<file path="src/rtl/apb3_uart_completer.sv">
// ----------------------------------------------------------------------------
// apb3_uart_completer
//
// APB3 completer that turns register accesses into 8N1 serial traffic.
// Bytes written to DATA are queued in a TX FIFO and shifted out on tx_o. Frames
// received on rx_i are deserialised into an RX FIFO that is drained by reading
// DATA. Register map (paddr[3:0]): DATA 0x0, STATUS 0x4, DIV 0x8.
//
// Ports:
//   clk, rst_n        clock, asynchronous active-low reset
//   paddr .. pwdata   APB3 request (select, enable, direction, address, data)
//   prdata, pready,   APB3 response; zero wait states, pready follows
//   pslverr           pselx & penable
//   tx_o              serial transmit line, idles high
//   rx_i              serial receive line, asynchronous to clk
//   irq_o             RX FIFO not empty, or any sticky error flag set
// ----------------------------------------------------------------------------
module apb3_uart_completer #(
   parameter int          AddressWidth = 20,
   parameter int          DataWidth    = 32,
   parameter int          FifoDepth    = 8,
   parameter logic [15:0] DivReset     = 16'd868
) (
   input  logic                    clk,
   input  logic                    rst_n,
   input  logic [AddressWidth-1:0] paddr,
   input  logic                    pselx,
   input  logic                    penable,
   input  logic                    pwrite,
   input  logic [DataWidth-1:0]    pwdata,
   output logic [DataWidth-1:0]    prdata,
   output logic                    pready,
   output logic                    pslverr,
   output logic                    tx_o,
   input  logic                    rx_i,
   output logic                    irq_o
);

   // Pointers carry one extra wrap bit so full and empty can be told apart.
   localparam int                PtrW    = $clog2(FifoDepth) + 1;
   localparam int                IdxW    = PtrW - 1;
   localparam logic [PtrW-1:0]   PtrOne  = 1;
   localparam logic [15:0]       CntOne  = 16'd1;
   localparam logic [15:0]       DivMin  = 16'd2;
   localparam logic [DataWidth-1:0] StatusW1cMask = 'h30;

   typedef enum logic [1:0] {
      TX_IDLE,
      TX_START,
      TX_DATA,
      TX_STOP
   } txState_t;

   typedef enum logic [2:0] {
      RX_IDLE,
      RX_START,
      RX_DATA,
      RX_STOP,
      RX_WAIT
   } rxState_t;

   // ---------------------------------------------------------------------------
   // Register and wire declarations
   // ---------------------------------------------------------------------------
   logic [15:0]     r_div;
   logic            r_overrun;
   logic            r_frameErr;

   logic [7:0]      r_txMem [FifoDepth];
   logic [PtrW-1:0] r_txWp;
   logic [PtrW-1:0] r_txRp;
   logic [7:0]      r_rxMem [FifoDepth];
   logic [PtrW-1:0] r_rxWp;
   logic [PtrW-1:0] r_rxRp;

   txState_t        r_txState;
   txState_t        w_txStateNext;
   logic [15:0]     r_txCnt;
   logic [15:0]     w_txCntNext;
   logic [15:0]     r_txDiv;
   logic [15:0]     w_txDivNext;
   logic [7:0]      r_txShift;
   logic [7:0]      w_txShiftNext;
   logic [2:0]      r_txBit;
   logic [2:0]      w_txBitNext;
   logic            r_txLine;
   logic            w_txLineNext;
   logic            w_txBitEnd;
   logic            w_txPop;

   logic            r_rxSync1;
   logic            r_rxSync2;
   logic            r_rxPrev;
   rxState_t        r_rxState;
   rxState_t        w_rxStateNext;
   logic [15:0]     r_rxCnt;
   logic [15:0]     w_rxCntNext;
   logic [15:0]     r_rxDiv;
   logic [15:0]     w_rxDivNext;
   logic [7:0]      r_rxShift;
   logic [7:0]      w_rxShiftNext;
   logic [2:0]      r_rxBit;
   logic [2:0]      w_rxBitNext;
   logic            w_rxBitEnd;
   logic            w_rxHalfEnd;
   logic            w_rxFall;
   logic            w_rxStopGood;
   logic            w_frameErrSet;

   logic            w_access;
   logic [3:0]      w_offset;
   logic            w_selData;
   logic            w_selStatus;
   logic            w_selDiv;
   logic            w_unmapped;
   logic            w_statusBadBits;
   logic            w_txFull;
   logic            w_txEmpty;
   logic            w_rxFull;
   logic            w_rxEmpty;
   logic            w_txPush;
   logic            w_txDrop;
   logic            w_rxPop;
   logic            w_rxPush;
   logic            w_overrunSet;
   logic            w_statusWrite;
   logic            w_divWrite;
   logic            w_err;
   logic [DataWidth-1:0] w_rdata;
   logic            w_unusedAddrBits;

   // ---------------------------------------------------------------------------
   // APB decode. Only the low nibble of the address selects a register.
   // ---------------------------------------------------------------------------
   assign w_access         = pselx & penable;
   assign w_offset         = paddr[3:0];
   assign w_unusedAddrBits = ^paddr[AddressWidth-1:4];
   assign w_selData        = (w_offset == 4'h0);
   assign w_selStatus      = (w_offset == 4'h4);
   assign w_selDiv         = (w_offset == 4'h8);
   assign w_unmapped       = ~(w_selData | w_selStatus | w_selDiv);
   assign w_statusBadBits  = |(pwdata & ~StatusW1cMask);

   assign w_txEmpty = (r_txWp == r_txRp);
   assign w_txFull  = (r_txWp[IdxW] != r_txRp[IdxW]) &&
                      (r_txWp[IdxW-1:0] == r_txRp[IdxW-1:0]);
   assign w_rxEmpty = (r_rxWp == r_rxRp);
   assign w_rxFull  = (r_rxWp[IdxW] != r_rxRp[IdxW]) &&
                      (r_rxWp[IdxW-1:0] == r_rxRp[IdxW-1:0]);

   // A push into a full TX FIFO still lands if the shifter frees a slot in the
   // same cycle; only a genuinely full FIFO drops the byte.
   assign w_txDrop = w_access & pwrite & w_selData & w_txFull & ~w_txPop;
   assign w_txPush = w_access & pwrite & w_selData & ~w_txDrop;

   assign w_rxPop  = w_access & ~pwrite & w_selData & ~w_rxEmpty;

   // Likewise an RX byte is kept when the bus drains a full FIFO that cycle.
   assign w_rxPush     = w_rxStopGood & (~w_rxFull | w_rxPop);
   assign w_overrunSet = w_rxStopGood & w_rxFull & ~w_rxPop;

   assign w_statusWrite = w_access & pwrite & w_selStatus & ~w_statusBadBits;
   assign w_divWrite    = w_access & pwrite & w_selDiv;

   assign w_err = w_access & (w_unmapped |
                              (pwrite & w_selStatus & w_statusBadBits) |
                              w_txDrop);

   // Read mux; the bus sees zero outside the access phase.
   always_comb begin
      w_rdata = '0;
      if (w_access && !pwrite) begin
         if (w_selData) begin
            if (!w_rxEmpty) begin
               w_rdata[7:0] = r_rxMem[r_rxRp[IdxW-1:0]];
            end
         end else if (w_selStatus) begin
            w_rdata[6:0] = {(r_txState != TX_IDLE), r_frameErr, r_overrun,
                            w_rxEmpty, w_rxFull, w_txEmpty, w_txFull};
         end else if (w_selDiv) begin
            w_rdata[15:0] = r_div;
         end
      end
   end

   assign prdata  = rst_n ? w_rdata : '0;
   assign pready  = rst_n & w_access;
   assign pslverr = rst_n & w_err;
   assign tx_o    = r_txLine;
   assign irq_o   = ~w_rxEmpty | r_overrun | r_frameErr;

   // ---------------------------------------------------------------------------
   // Control registers. Divisors below 2 are clamped so the RX half-bit wait is
   // never zero. A flag being set in the same cycle as its W1C clear stays set.
   // ---------------------------------------------------------------------------
   always_ff @(posedge clk or negedge rst_n) begin
      if (!rst_n) begin
         r_div      <= DivReset;
         r_overrun  <= 1'b0;
         r_frameErr <= 1'b0;
      end else begin
         if (w_divWrite) begin
            r_div <= (pwdata[15:0] < DivMin) ? DivMin : pwdata[15:0];
         end
         if (w_overrunSet) begin
            r_overrun <= 1'b1;
         end else if (w_statusWrite && pwdata[4]) begin
            r_overrun <= 1'b0;
         end
         if (w_frameErrSet) begin
            r_frameErr <= 1'b1;
         end else if (w_statusWrite && pwdata[5]) begin
            r_frameErr <= 1'b0;
         end
      end
   end

   // ---------------------------------------------------------------------------
   // FIFO storage and pointers
   // ---------------------------------------------------------------------------
   always_ff @(posedge clk) begin
      if (w_txPush) begin
         r_txMem[r_txWp[IdxW-1:0]] <= pwdata[7:0];
      end
      if (w_rxPush) begin
         r_rxMem[r_rxWp[IdxW-1:0]] <= r_rxShift;
      end
   end

   always_ff @(posedge clk or negedge rst_n) begin
      if (!rst_n) begin
         r_txWp <= '0;
         r_txRp <= '0;
         r_rxWp <= '0;
         r_rxRp <= '0;
      end else begin
         if (w_txPush) r_txWp <= r_txWp + PtrOne;
         if (w_txPop)  r_txRp <= r_txRp + PtrOne;
         if (w_rxPush) r_rxWp <= r_rxWp + PtrOne;
         if (w_rxPop)  r_rxRp <= r_rxRp + PtrOne;
      end
   end

   // ---------------------------------------------------------------------------
   // TX FSM. The divisor is captured at each frame start so a DIV write never
   // stretches a frame in flight. tx_o is registered from the next-state value
   // so the line is glitch-free and tracks the state exactly.
   // ---------------------------------------------------------------------------
   assign w_txBitEnd = (r_txCnt == r_txDiv - CntOne);

   always_comb begin
      w_txStateNext = r_txState;
      w_txCntNext   = r_txCnt;
      w_txDivNext   = r_txDiv;
      w_txShiftNext = r_txShift;
      w_txBitNext   = r_txBit;
      w_txPop       = 1'b0;
      w_txLineNext  = 1'b1;
      case (r_txState)
         TX_IDLE: begin
            if (!w_txEmpty) begin
               w_txPop       = 1'b1;
               w_txShiftNext = r_txMem[r_txRp[IdxW-1:0]];
               w_txDivNext   = r_div;
               w_txCntNext   = '0;
               w_txStateNext = TX_START;
            end
         end
         TX_START: begin
            if (w_txBitEnd) begin
               w_txCntNext   = '0;
               w_txBitNext   = '0;
               w_txStateNext = TX_DATA;
            end else begin
               w_txCntNext = r_txCnt + CntOne;
            end
         end
         TX_DATA: begin
            if (w_txBitEnd) begin
               w_txCntNext   = '0;
               w_txShiftNext = {1'b1, r_txShift[7:1]};
               if (r_txBit == 3'd7) begin
                  w_txStateNext = TX_STOP;
               end else begin
                  w_txBitNext = r_txBit + 3'd1;
               end
            end else begin
               w_txCntNext = r_txCnt + CntOne;
            end
         end
         TX_STOP: begin
            if (w_txBitEnd) begin
               w_txCntNext = '0;
               if (!w_txEmpty) begin
                  w_txPop       = 1'b1;
                  w_txShiftNext = r_txMem[r_txRp[IdxW-1:0]];
                  w_txDivNext   = r_div;
                  w_txStateNext = TX_START;
               end else begin
                  w_txStateNext = TX_IDLE;
               end
            end else begin
               w_txCntNext = r_txCnt + CntOne;
            end
         end
         default: w_txStateNext = TX_IDLE;
      endcase
      case (w_txStateNext)
         TX_START: w_txLineNext = 1'b0;
         TX_DATA:  w_txLineNext = w_txShiftNext[0];
         default:  w_txLineNext = 1'b1;
      endcase
   end

   always_ff @(posedge clk or negedge rst_n) begin
      if (!rst_n) begin
         r_txState <= TX_IDLE;
         r_txCnt   <= '0;
         r_txDiv   <= DivReset;
         r_txShift <= '0;
         r_txBit   <= '0;
         r_txLine  <= 1'b1;
      end else begin
         r_txState <= w_txStateNext;
         r_txCnt   <= w_txCntNext;
         r_txDiv   <= w_txDivNext;
         r_txShift <= w_txShiftNext;
         r_txBit   <= w_txBitNext;
         r_txLine  <= w_txLineNext;
      end
   end

   // ---------------------------------------------------------------------------
   // RX synchroniser plus one history flop for falling-edge detection. All flops
   // reset high so leaving reset never looks like a start bit.
   // ---------------------------------------------------------------------------
   always_ff @(posedge clk or negedge rst_n) begin
      if (!rst_n) begin
         r_rxSync1 <= 1'b1;
         r_rxSync2 <= 1'b1;
         r_rxPrev  <= 1'b1;
      end else begin
         r_rxSync1 <= rx_i;
         r_rxSync2 <= r_rxSync1;
         r_rxPrev  <= r_rxSync2;
      end
   end

   assign w_rxFall    = r_rxPrev & ~r_rxSync2;
   assign w_rxBitEnd  = (r_rxCnt == r_rxDiv - CntOne);
   assign w_rxHalfEnd = (r_rxCnt == (r_rxDiv >> 1) - CntOne);

   // ---------------------------------------------------------------------------
   // RX FSM. The start bit is re-checked at mid-bit to reject glitches; every
   // later sample lands a whole bit period after that, i.e. mid-bit. After a
   // bad stop bit the receiver waits for the line to go idle so a held-low
   // line does not retrigger frames.
   // ---------------------------------------------------------------------------
   always_comb begin
      w_rxStateNext = r_rxState;
      w_rxCntNext   = r_rxCnt;
      w_rxDivNext   = r_rxDiv;
      w_rxShiftNext = r_rxShift;
      w_rxBitNext   = r_rxBit;
      w_rxStopGood  = 1'b0;
      w_frameErrSet = 1'b0;
      case (r_rxState)
         RX_IDLE: begin
            if (w_rxFall) begin
               w_rxCntNext   = '0;
               w_rxDivNext   = r_div;
               w_rxStateNext = RX_START;
            end
         end
         RX_START: begin
            if (w_rxHalfEnd) begin
               w_rxCntNext = '0;
               if (r_rxSync2) begin
                  w_rxStateNext = RX_IDLE;
               end else begin
                  w_rxBitNext   = '0;
                  w_rxStateNext = RX_DATA;
               end
            end else begin
               w_rxCntNext = r_rxCnt + CntOne;
            end
         end
         RX_DATA: begin
            if (w_rxBitEnd) begin
               w_rxCntNext   = '0;
               w_rxShiftNext = {r_rxSync2, r_rxShift[7:1]};
               if (r_rxBit == 3'd7) begin
                  w_rxStateNext = RX_STOP;
               end else begin
                  w_rxBitNext = r_rxBit + 3'd1;
               end
            end else begin
               w_rxCntNext = r_rxCnt + CntOne;
            end
         end
         RX_STOP: begin
            if (w_rxBitEnd) begin
               w_rxCntNext = '0;
               if (r_rxSync2) begin
                  w_rxStopGood  = 1'b1;
                  w_rxStateNext = RX_IDLE;
               end else begin
                  w_frameErrSet = 1'b1;
                  w_rxStateNext = RX_WAIT;
               end
            end else begin
               w_rxCntNext = r_rxCnt + CntOne;
            end
         end
         RX_WAIT: begin
            if (r_rxSync2) begin
               w_rxStateNext = RX_IDLE;
            end
         end
         default: w_rxStateNext = RX_IDLE;
      endcase
   end

   always_ff @(posedge clk or negedge rst_n) begin
      if (!rst_n) begin
         r_rxState <= RX_IDLE;
         r_rxCnt   <= '0;
         r_rxDiv   <= DivReset;
         r_rxShift <= '0;
         r_rxBit   <= '0;
      end else begin
         r_rxState <= w_rxStateNext;
         r_rxCnt   <= w_rxCntNext;
         r_rxDiv   <= w_rxDivNext;
         r_rxShift <= w_rxShiftNext;
         r_rxBit   <= w_rxBitNext;
      end
   end

endmodule

</file>
<file path="config.mk">
export PLATFORM = sky130hd
export DESIGN_NAME = apb3_uart_completer
export DESIGN_NICKNAME = d
export VERILOG_FILES = /design/src/rtl/apb3_uart_completer.sv
export SDC_FILE = /design/constraint.sdc
export NUM_CORES = 1
export LEC_CHECK = 0
export ABC_CLOCK_PERIOD_IN_PS = 4900
export CAP_MARGIN = 15
export CORE_MARGIN = 4
export CORE_UTILIZATION = 30
export CTS_BUF_LIST = sky130_fd_sc_hd__clkbuf_4 sky130_fd_sc_hd__clkbuf_8
export DETAILED_ROUTE_END_ITERATION = 12
export PLACE_DENSITY = 0.55
export SYNTH_ARGS = -nofsm -noshare
export SYNTH_HDL_FRONTEND = slang
export SYNTH_SLANG_ARGS = --single-unit
export TNS_END_PERCENT = 20
</file>
<file path="constraint.sdc">
create_clock -name clk -period 4.9 [get_ports clk]
set_input_delay 1.47 -clock clk [delete_from_list [all_inputs] [get_ports clk]]
set_output_delay 1.47 -clock clk [all_outputs]
set_load 0.01 [all_outputs]
</file>
# Word level (Yosys, flattened, before mapping)
# Memory sizes are Yosys's and may differ from the RTL's.
# Index checks and enable logic that the tools add are counted.
[word_totals] n_memories=2 ramBits=128 output_inout_bits=36 reg_bits=129
[mem_list] name="r_rxMem" words=8 word_bits=8 read_ports=1 rd_clocked_by_memory_dff=0 write_ports=1 line="72" source="logic [7:0] r_rxMem [FifoDepth];"
[mem_list] name="r_txMem" words=8 word_bits=8 read_ports=1 rd_clocked_by_memory_dff=0 write_ports=1 line="69" source="logic [7:0] r_txMem [FifoDepth];"
[classes] bitwise_logic=37 order_cmp=1 mux=66 addsub=11 reduce_logical=28 n_eq_ne=35
[op_table] cell="$mux W16" count=11
[op_table] cell="$pmux W16 S2" count=2
[op_table] cell="$eq A16 B16 Y1" count=3
[op_table] cell="$mux W8" count=6
[op_table] cell="$pmux W16 S3" count=1
[op_table] cell="$mux W3" count=14
[op_table] cell="$add A16 B1 Y16 const B" count=2
[op_table] cell="$sub A16 B1 Y16 const B" count=2
[op_table] cell="$reduce_or A30 Y1" count=1
[op_table] cell="$ne A2 B2 Y1 const B" count=13
[op_table] cell="$pmux W8 S3" count=1
[op_table] cell="$and A1 B1 Y1" count=21
[op_table] cell="$mux W1" count=17
[op_table] cell="$add A4 B1 Y4 const B" count=4
[op_table] cell="$lt A16 B2 Y1 const B" count=1
[op_table] cell="$sub A15 B1 Y16 const B" count=1
[op_table] cell="$pmux W3 S5" count=1
[op_table] cell="$mux W2" count=6
[op_table] cell="$pmux W3 S2" count=2
[op_table] cell="$reduce_bool A2 Y1" count=6
[op_table] cell="$eq A3 B3 Y1 const B" count=3
[op_table] cell="$mux W9" count=1
[op_table] cell="$not A1 Y1" count=9
[op_table] cell="$eq A4 B4 Y1" count=2
[op_table] cell="other kinds (26)" count=48

# Depth between registers and ports, before layout
# Gate-level depths: netlist of the first run.
[depth] word_depth=10 depth_mapped=14

# Worst setup path after synthesis of the first run
# OpenSTA, ideal clock, no wires.
[synth_path] path_type="register to output" startpoint="register r_txDiv[7]" endpoint="output pslverr" arrival_time_ns=2.831 path_stages_with_launch=10 slack_ns=0.599 n_path_buf=1 cell_sequence="dfrtp_1 > buf_2 > or4_1 > or4_4 > nor4b_1 > o211ai_1 > a211o_1 > nor4_2 > nor3_1 > o21a_1"
[synth_via] elab_chain_len=9
[synth_lines] element="start: declaration" line="80" source="logic [15:0] r_txDiv;"
[synth_lines] element="start signal: assignment" line="319" source="r_txDiv <= DivReset;"
[synth_lines] element="start signal: assignment" line="326" source="r_txDiv <= w_txDivNext;"
[synth_lines] element="$sub A16 B1 Y16" line="249" source="assign w_txBitEnd = (r_txCnt == r_txDiv - CntOne);"
[synth_lines] element="$eq A16 B16 Y1" line="249"
[synth_lines] element="$mux W1" line="292" source="if (w_txBitEnd) begin"
[synth_lines] element="$pmux W1 S2" line="259" source="case (r_txState)"
[synth_lines] element="$not A1 Y1" line="153" source="assign w_txDrop = w_access & pwrite & w_selData & w_txFull & ~w_txPop;"
[synth_lines] element="$and A1 B1 Y1" line="153"
[synth_lines] element="$or A1 B1 Y1" line="166" source="(pwrite & w_selStatus & w_statusBadBits) |"
[synth_lines] element="$and A1 B1 Y1" line="165" source="assign w_err = w_access & (w_unmapped |"
[synth_lines] element="$and A1 B1 Y1" line="188" source="assign pslverr = rst_n & w_err;"
[synth_lines] element="end: declaration" line="33" source="output logic pslverr,"
# No other way between the ends.

# Worst setup path after layout of the first run
# Same ends and word-level chain as after synthesis.

==> results by group, run 1 <==
Final layout
  – Post-layout util: 0.369
  – Share of cells above drive strength 1: 0.264
  – Nets: 1297
  – Area grow syn2layout: 20.9%
  – Diode count: 0
  – Fill cell count: around 4.2k

Global routing
  – Vias in the first global route: just over 9k
  – Initial antenna violation count: 2
  – Total gr overflow: 0
  – First-pass GRT wire length: a little over 50000 µm
  – Overall Global Routing Usage: 0.134
  – Largest net degree at the start of global routing: 66

Floorplan
  – Core outline area: 0.0433 mm²
  – Initial Util: 0.305
  – Die X: around 220 µm
  – I/O pin cnt: 94
  – # rows: 76
  – Die Span Y: 218 µm
  – Die footprint: 0.0474 mm²

CTS
  – Root Buffer: clkbuf_8
  – Worst-path clk slew: around 0.05 ns
  – CTS tree: yes
  – H-tree depth: 2
  – Post-CTS Hold Fix Bufs: 0
  – CTS buffer count: 45
  – Clock latency on the worst-skew pair: 0.55 ns
  – CTS sink cnt: around 260
  – Max Root-Sink Buffers: 3

Timing
  – Fin. Hold Viols: 0
  – Relative slew slack: 0.320
  – Final setup viols: 1
  – RSZ-0062 raised after global routing: yes
  – Max Clock Skew: 0.0206 ns
  – Worst Slack Setup Final: -0.206 ns
  – Fmax: ~0.20 GHz
  – Max-slew violation count: 0
  – Post-layout minimum cycle time: around 5.1 ns
  – Min Hold Slack: between 0.3 and 0.4 ns
  – Worst Tran Pin Value: 1.02 ns
  – Fin Setup TNS: -0.206 ns
  – Final period utilization: 1.04

Status
  – Status: finished, violations left
  – Failing checks: setup timing

Min path
  – Worst Hold Path EP: r_rxSync2$_DFF_PN1_
  – Hold Crit Class: flip-flop to flip-flop
  – Hold depth: 0
  – HP Start: r_rxSync1$_DFF_PN1_

Pwr
  – NetSw: 1960 µW
  – Total power: about 6300 µW
  – Peak VDD IR: between 0.00015 and 0.0002 V
  – Reg power frac: 0.424
  – Pwr Density: roughly 400 mW/mm²
  – Pint: approximately 4400 µW
  – Net Sw Frac: 0.309
  – Clk pwr share: 0.327
  – Combinational power share: 0.249
  – P_leak: about 0.0064 µW

Yosys
  – Mean Syn Cell Area: around 12 µm²
  – Distinct cells, synth: 82
  – Flops & latches, synth: between 200 and 300
  – Synth area leader: edfxtp_1
  – Register area share after synthesis: 0.538
  – Warnings from Yosys: 0
  – Share of the synthesized area in the top cell type: 0.291
  – Post-synth top cells: edfxtp_1, dfrtp_1, nor2_1, mux2_2, nand2_1
  – Cells after synthesis: about 1.1k
  – Most common cell in the synthesized netlist: edfxtp_1
  – Most frequently used flop master after synthesis: edfxtp_1
  – Largest cells by area after synthesis: edfxtp_1, dfrtp_1, mux2_2, mux4_2, dfstp_2
  – Cell Area, Synth: ~0.013 mm²
  – Post-synth EDFFs: approximately 130
  – Synth async-reset ratio: 0.502

Placed design
  – RD Place Congestion: about 0.84
  – Dpl ws: -0.246 ns
  – IO buf count: ~60
  – DP HPWL: between 20000 and 25000 µm

Critical path
  – Most frequent CP cell: or4_4
  – Worst reg2reg path depth: 9
  – Endpoint type of the worst setup path: primary output
  – Critical Path Source Type: flip-flop
  – Reg2reg end: r_rxMem[3][7]$_DFFE_PP_
  – Crit-path cells: or4_4, or4_4, nor4b_2, o211ai_1, a211o_1, nor4_4, buf_4, nor3_4, o21a_1, buf_2
  – Crit-path max FO: 5
  – Crit Path Class: flip-flop to primary output
  – R2R setup slack: roughly 0.84 ns
  – Worst EP arrival: 3.64 ns
  – RR Startpoint: r_rxDiv[3]$_DFFE_PN0P_
  – CP required: between 3 and 4 ns
  – Delay of the slowest critical-path stage: ~0.57 ns
  – CP max-delay cell: or4_4

Routing
  – Final ANT Viol Nets: 0
  – Vias: approximately 9.0k
  – Drt drc: 0
  – Drt wl/cell: 17.4 µm
  – Routed vias/inst: roughly 4.9
  – Initial DRC count: ~570
  – Routed Wire Length: roughly 32000 µm
  – Pre-Repair DR Iteration Count: 5

Flow run
  – MaxCap Viol Count: 0
==> repair_timing <==
item,4_1_cts,5_1_grt
hold endpoints to repair,0,0
pin swaps,6,3
buffers inserted,2,0
endpoints found under the setup margin,13,7
gates resized for setup,26,12
==> power groups by stage <==
| stage | combinational [µW] | clock (µW) | sequential (µW) |
|---|---|---|---|
| global placement | 1510 | 0 | 2710 |
| detailed placement | 1550 | 0 | 2720 |
| finish | 1580 | 2070 | 2690 |
| floorplan | 1260 | 0 | 2560 |
| global route | 1750 | 2250 | 2710 |
| CTS | 1570 | 2150 | 2680 |
==> layout make-up <==
type                    instances  area, µm²  share of cell area
clock buffers                  71        871              0.0546
repair buffers                148       1260              0.0793
clock inverters                12       97.6             0.00612
multi-input cells             735       5770               0.361
inverters                      33        124             0.00777
flip-flops and latches        257       7100               0.445
well taps                     585        732              0.0459
==> through the flow <==
stage / instance area [µm²] / std cells
6_report: 16000 / 1841
5_1_grt: 16000 / 1841
4_1_cts: 15900 / 1841
3_5_place_dp: 14900 / 1757
3_3_place_gp: 14900 / 1757
2_1_floorplan: 13300 / 1100
==> registers in the layout (all words and copies together), names as in the netlist, 2 cells and up <==
signal and flops:
r_txCnt 16, r_rxDiv 16, r_div 16, r_rxMem 64, r_rxShift 8, r_rxState 3
r_txBit 3, r_txRp 4, r_rxRp 4, r_txState 2, r_txMem 64, r_rxWp 4
r_txWp 4, r_rxCnt 16, r_rxBit 3, r_txShift 8, r_txDiv 16
==> worst max-delay path by stage <==
stage | cells past startpoint | end | start
floorplan | 9 | pslverr | r_txDiv[7]$_DFFE_PN0P_
global placement | 9 | pslverr | pwdata[15]
detailed placement | 9 | pslverr | pwdata[15]
CTS | 10 | pslverr | r_txDiv[1]$_DFFE_PN0P_
global route | 10 | pslverr | r_txDiv[7]$_DFFE_PN0P_
finish | 10 | pslverr | r_txDiv[7]$_DFFE_PN0P_
==> metal layers <==
metal	global-route usage	vias up	share of wire
met1	0.183	4443	0.45
met3	0.0281	44	0.052
met2	0.220	185	0.48
li1	-	4301	-
met5	0	-	0.00084
met4	0.0297	4	0.016
==> cell usage in the layout, fill, tap and decap left out, types with 23 or more instances in the layout <==
cell type,Yosys,final
a21oi_1,42,41
mux4_2,32,32
o21ai_0,27,27
nor4_1,24,23
nor3_1,38,30
clkdlybuf4s50_1,0,45
buf_4,16,87
nand2_1,52,51
clkbuf_8,0,54
xnor2_1,40,40
nor2_1,79,79
edfxtp_1,128,128
xor2_1,40,40
mux2_2,67,67
inv_1,33,33
dfrtp_1,110,110
==> worst max-delay path, delay by kind of cell, from the launching register on <==
kind / cells / cell delay (ns)
flip-flops: 1 / 0.38
AO/OA/AOI/OAI: 3 / 0.77
buffers and inverters: 2 / 0.32
AND/OR/NAND/NOR: 5 / 1.59
==> logic make-up after synthesis <==
group           after synthesis  synth area share
compound gates              166            0.0859
xor+xnor                     81            0.0548
fa+ha+maj                    19            0.0180
buf+inv                     108            0.0374
flops                       257             0.538
mux                         116             0.125
other cells                   1          0.000284
simple gates                337             0.141
No activity file was read; power rests on OpenSTA's default activity.
==> inputs of run 2 (changes only) <==
CTS_CLUSTER_DIAMETER = 150   (was unset)
GPL_TIMING_DRIVEN = 0   (was unset)
==> results by group, run 2 (synthesis results as in run 1) <==
Timing
  – Fmax: 0.194 GHz (-1.1%)
  – Relative slew slack: 0.449 (+0.129)
  – Final period utilization: 1.05 (+0.0119)
  – Max-slew violation count: 0 (unchanged)
  – RSZ-0062 raised after global routing: yes
  – Max Clock Skew: 0.0224 ns (+0.00179 ns)
  – Worst Tran Pin Value: 0.818 ns (-0.202 ns)
  – Post-layout minimum cycle time: 5.16 ns (+0.0584 ns)
  – Final setup viols: 3 (+2)
  – Fin. Hold Viols: 0 (unchanged)
  – Worst Slack Setup Final: -0.264 ns (-0.0584 ns)

Routing
  – Drt drc: 0 (unchanged)
  – Final ANT Viol Nets: 0 (unchanged)
  – Initial DRC count: 532 (-7.3%)
  – Routed Wire Length: 32800 µm (+2.4%)
  – Drt wl/cell: 17.8 µm (+2.3%)
  – Routed vias/inst: 4.91 (+0.73%)
  – Pre-Repair DR Iteration Count: 5 (unchanged)
  – Vias: 9052 (+0.84%)

Final layout
  – Nets: 1297 (unchanged)
  – Diode count: 0 (unchanged)
  – Post-layout util: 0.373 (+0.00408)
  – Commonest non-fill, non-tap cell in the layout: edfxtp_1
  – Commonest cells after routing, fill and taps aside: edfxtp_1, dfrtp_1, nor2_1
  – Share of cells above drive strength 1: 0.254 (-0.00996)
  – Area grow syn2layout: 22.2%
  – Layout Cells excl Fill: 1843 (+0.11%)

Placed design
  – RD Place Congestion: 0.860 (+2.3%)
  – DP HPWL: 22800 µm (+0.62%)
  – IO buf count: 60 (-1.6%)
  – Placed Cells: 1754 (-0.17%)
  – Dpl ws: -0.777 ns (-0.531 ns)

CTS
  – Max Root-Sink Buffers: 3 (unchanged)
  – H-tree depth: 2 (unchanged)
  – Clock latency on the worst-skew pair: 0.58 ns (+0.03 ns)
  – CTS sink cnt: 257 (unchanged)
  – Worst-path clk slew: 0.05 ns (about the same)
  – Post-CTS Hold Fix Bufs: 0 (unchanged)
  – CTS buffer count: 46 (+2.2%)
  – Root Buffer: clkbuf_8
  – CTS tree: yes

Global routing
  – Overall Global Routing Usage: 0.138 (+0.00446)
  – Largest net degree at the start of global routing: 47 (-29%)
  – Total gr overflow: 0 (unchanged)
  – Initial antenna violation count: 0 (-2)
  – First-pass GRT wire length: 52200 µm (+3.0%)
  – Vias in the first global route: 9108 (+0.088%)

Critical path
  – CP delay by family, top: buffers and inverters
  – Reg2reg end: r_rxMem[0][6]$_DFFE_PP_
  – Crit-path max FO: 10 (+5)
  – Buf/Inv on CP: 4 (+2)
  – Delay of the slowest critical-path stage: 0.53 ns (-0.04 ns)
  – Worst reg2reg path depth: 12 (+3)
  – Worst EP arrival: 3.69 ns (+0.05 ns)
  – RR Startpoint: r_rxDiv[0]$_DFFE_PN0P_
  – CP required: 3.43 ns (about the same)
  – Endpoint type of the worst setup path: primary output
  – Crit-path cells: clkdlybuf4s50_1, clkbuf_2, inv_1, nor4_1, nand2_1, nor3_2, a21oi_1, o21a_1, buf_2
  – Critical Path Source Type: input pin
  – Crit Path Class: input pin to primary output
  – R2R setup slack: 0.17 ns (-0.67 ns)
  – Crit path depth: 9 (-1)
  – CP max-delay cell: clkdlybuf4s50_1

Min path
  – HP Start: r_rxSync1$_DFF_PN1_
  – Hold Crit Class: flip-flop to flip-flop
  – Hold depth: 0 (unchanged)
  – Worst Hold Path EP: r_rxSync2$_DFF_PN1_

Pwr
  – Peak VDD IR: 0.000191 V (-4.3%)
  – Pwr Density: 402 mW/mm² (+1.1%)
  – P_leak: 0.00633 µW (-1.4%)
  – Total power: 6480 µW (+2.2%)

Floorplan
  – Die X: 218 µm (unchanged)
  – I/O pin cnt: 94 (unchanged)
  – Initial Util: 0.305 (unchanged)
  – Die Span Y: 218 µm (unchanged)
  – Core outline area: 0.0433 mm² (unchanged)
  – Die footprint: 0.0474 mm² (unchanged)
  – # rows: 76 (unchanged)

Status
  – Status: finished, violations left
  – Failing checks: setup timing

Flow run
  – MaxCap Viol Count: 0 (unchanged)
-- run 2: stage by stage --
| step | hold slack [ns] | cell area, µm² | TNS [ns] |
|---|---|---|---|
| finish | 0.355 | 16100 | -0.320 |
| global route | 0.364 | 16100 | -0.752 |
| CTS | 0.355 | 16100 | -0.221 |
| detailed placement | 0.347 | 14700 | -10.24 |
| global placement | 0.346 | 14600 | -493.51 |
| floorplan | 0.345 | 13300 | 0 |
-- run 2: per-layer routing --
metal  vias up  track usage  part of all wire  wire length, µm
li1       4313            -                 -                -
met1      4485        0.191              0.46            15100
met2       204        0.223              0.47            15500
met3        50       0.0272             0.048             1580
met4         0       0.0379             0.021              700
met5         -            0                 0                0
-- run 2: cell type report --
class	count	area, µm²
well taps	585	732
clock inverters	15	146
repair buffers	78	867
inverters	33	124
flip-flops and latches	257	7100
clock buffers	71	896
plain buffers	69	360
multi-input cells	735	5900
fillers	4186	27100
-- run 2: how the worst max path moves through the flow --
stage	slack [ns]	start	endpoint
finish	-0.26	paddr[2]	pslverr
global placement	-5.35	rst_n	prdata[9]
CTS	-0.22	r_txDiv[1]$_DFFE_PN0P_	pslverr
global route	-0.37	r_txDiv[6]$_DFFE_PN1P_	pslverr
detailed placement	-0.78	paddr[2]	pslverr
floorplan	0.60	r_txDiv[7]$_DFFE_PN0P_	pslverr
-- run 2: repair_timing --
item                                    in CTS  in global routing
gates cloned                                 3                  0
pin swaps                                    8                  1
gates resized for setup                     55                 17
endpoints found under the setup margin      17                 54
buffers inserted                             5                  1
-- run 2: power breakdown --
| part | internal, µW | switching, µW | total, µW | leakage [µW] |
|---|---|---|---|---|
| Combinational | 758 | 930 | 1690 | 0.00300 |
| Clock | 1280 | 928 | 2210 | 0.000543 |
| Sequential | 2420 | 159 | 2580 | 0.00279 |
==> inputs of run 3 (changes only) <==
MAX_ROUTING_LAYER = met4   (was unset)
==> results by group, run 3 (synthesis results as in run 1) <==
Status
  – Status: finished, violations left
  – Failing checks: setup timing

Final layout
  – Diode count: 0 (unchanged)
  – Share of cells above drive strength 1: 0.254 (unchanged)
  – Final cell area excluding filler cells: 0.0161 mm² (unchanged)
  – Layout Cells excl Fill: 1843 (unchanged)
  – Commonest non-fill, non-tap cell in the layout: edfxtp_1
  – Commonest cells after routing, fill and taps aside: edfxtp_1, dfrtp_1, nor2_1
  – Area grow syn2layout: 22.2% (unchanged)
  – Nets: 1297 (unchanged)

Critical path
  – Reg2reg end: r_rxMem[0][6]$_DFFE_PP_
  – Worst reg2reg path depth: 12 (unchanged)
  – Buf/Inv on CP: 4 (unchanged)
  – CP delay by family, top: buffers and inverters
  – CP required: 3.43 ns (about the same)
  – Crit Path Class: input pin to primary output
  – CP max-delay cell: clkdlybuf4s50_1
  – Crit-path max FO: 10 (unchanged)
  – Crit path to: pslverr
  – Crit path depth: 9 (unchanged)
  – Critical Path Source Type: input pin
  – Endpoint type of the worst setup path: primary output
  – R2R setup slack: 0.18 ns (about the same)
  – CP Launch Point: paddr[2]
  – Crit-path cells: clkdlybuf4s50_1, clkbuf_2, inv_1, nor4_1, nand2_1, nor3_2, a21oi_1, o21a_1, buf_2
  – Worst EP arrival: 3.68 ns (about the same)
  – Delay of the slowest critical-path stage: 0.53 ns (about the same)
  – RR Startpoint: r_rxDiv[0]$_DFFE_PN0P_

Timing
  – Final setup viols: 4 (+1)
  – Final period utilization: 1.05 (-0.00237)
  – Relative slew slack: 0.443 (-0.00597)
  – Fin. Hold Viols: 0 (unchanged)
  – Fmax: 0.194 GHz (+0.23%)
  – RSZ-0062 raised after global routing: yes
  – Max Clock Skew: 0.0221 ns (-0.000297 ns)
  – Post-layout minimum cycle time: 5.15 ns (-0.0116 ns)
  – Fin Setup TNS: -0.302 ns (+0.0180 ns)
  – Worst Tran Pin Value: 0.827 ns (+0.00887 ns)
  – Max-slew violation count: 0 (unchanged)
  – Worst Slack Setup Final: -0.252 ns (+0.0116 ns)

Global routing
  – Initial antenna violation count: 0 (unchanged)
  – Vias in the first global route: 9123 (+0.16%)
  – First-pass GRT wire length: 52100 µm (-0.13%)
  – Largest net degree at the start of global routing: 47 (unchanged)
  – Total gr overflow: 0 (unchanged)
  – Overall Global Routing Usage: 0.142 (+0.00405)

Floorplan
  – Die footprint: 0.0474 mm² (unchanged)
  – Die Span Y: 218 µm (unchanged)
  – Initial Util: 0.305 (unchanged)
  – I/O pin cnt: 94 (unchanged)
  – Core outline area: 0.0433 mm² (unchanged)
  – Die X: 218 µm (unchanged)
  – # rows: 76 (unchanged)

Pwr
  – Pwr Density: 401 mW/mm² (about the same)
  – Total power: 6470 µW (about the same)
  – P_leak: 0.00633 µW (unchanged)
  – Peak VDD IR: 0.000191 V (about the same)

Routing
  – Routed Wire Length: 32800 µm (-0.23%)
  – Initial DRC count: 529 (-0.56%)
  – Final ANT Viol Nets: 0 (unchanged)
  – Vias: 9101 (+0.54%)
  – Drt wl/cell: 17.8 µm (-0.23%)
  – Routed vias/inst: 4.94 (+0.54%)
  – Pre-Repair DR Iteration Count: 5 (unchanged)
  – Drt drc: 0 (unchanged)

Placed design
  – Dpl cell area: 0.0147 mm² (unchanged)
  – DP HPWL: 22800 µm (unchanged)
  – IO buf count: 60 (unchanged)
  – Placed Cells: 1754 (unchanged)
  – RD Place Congestion: 0.874 (+1.6%)

CTS
  – Root Buffer: clkbuf_8
  – Worst-path clk slew: 0.05 ns (about the same)
  – H-tree depth: 2 (unchanged)
  – Post-CTS Hold Fix Bufs: 0 (unchanged)
  – Clock latency on the worst-skew pair: 0.58 ns (about the same)
  – CTS sink cnt: 257 (unchanged)
  – Max Root-Sink Buffers: 3 (unchanged)
  – CTS buffer count: 46 (unchanged)
  – CTS tree: yes

Min path
  – HP Start: r_rxSync1$_DFF_PN1_
  – Hold Crit Class: flip-flop to flip-flop

Flow run
  – MaxCap Viol Count: 0 (unchanged)
==> run 3: cell counts in the layout (fill, tap and decap cells not counted) <==
Identical to the previous run, type by type.
==> run 3: worst min path at each step <==
stage                                      to  slack, ns  cells after the start
after CTS                 r_rxSync2$_DFF_PN1_       0.36                      0
after global routing      r_rxSync2$_DFF_PN1_       0.36                      0
after floorplan           r_rxSync2$_DFF_PN1_       0.35                      0
final                     r_rxSync2$_DFF_PN1_       0.36                      0
after detailed placement  r_rxSync2$_DFF_PN1_       0.35                      0
after global placement    r_rxSync2$_DFF_PN1_       0.35                      0
==> run 3: area by class of cell <==
type	count	area, µm²
plain buffers	69	360
clock buffers	71	896
clock inverters	15	146
fillers	4186	27100
inverters	33	124
multi-input cells	735	5900
flip-flops and latches	257	7100
well taps	585	732
repair buffers	78	867
==> run 3: per-stage QoR <==
| stage | util | hold WS, ns | worst slack (ns) |
|---|---|---|---|
| after floorplan | - | 0.345 | 0.599 |
| after global placement | 0.337 | 0.346 | -5.35 |
| after detailed placement | 0.340 | 0.347 | -0.777 |
| after CTS | 0.372 | 0.355 | -0.221 |
| after global routing | 0.373 | 0.364 | -0.365 |
| final | 0.373 | 0.356 | -0.252 |
==> run 3: timing repair <==
action                     in CTS  in global routing
pin swaps                       8                  1
setup endpoints to repair      17                 54
resized for setup              55                 17
buffers inserted                5                  1
cloned                          3                  0
==> run 3: power breakdown <==
part / switching, µW / internal (µW) / total (µW)
clock: 929 / 1280 / 2210
combinational: 924 / 758 / 1680
sequential: 158 / 2420 / 2580
==> run 3: metal layers <==
layer	vias to the layer above	share of wire	track usage
met5	-	0	-
met4	0	0.020	0.0379
met3	53	0.047	0.0268
met2	209	0.47	0.223
met1	4527	0.46	0.191
li1	4312	-	-
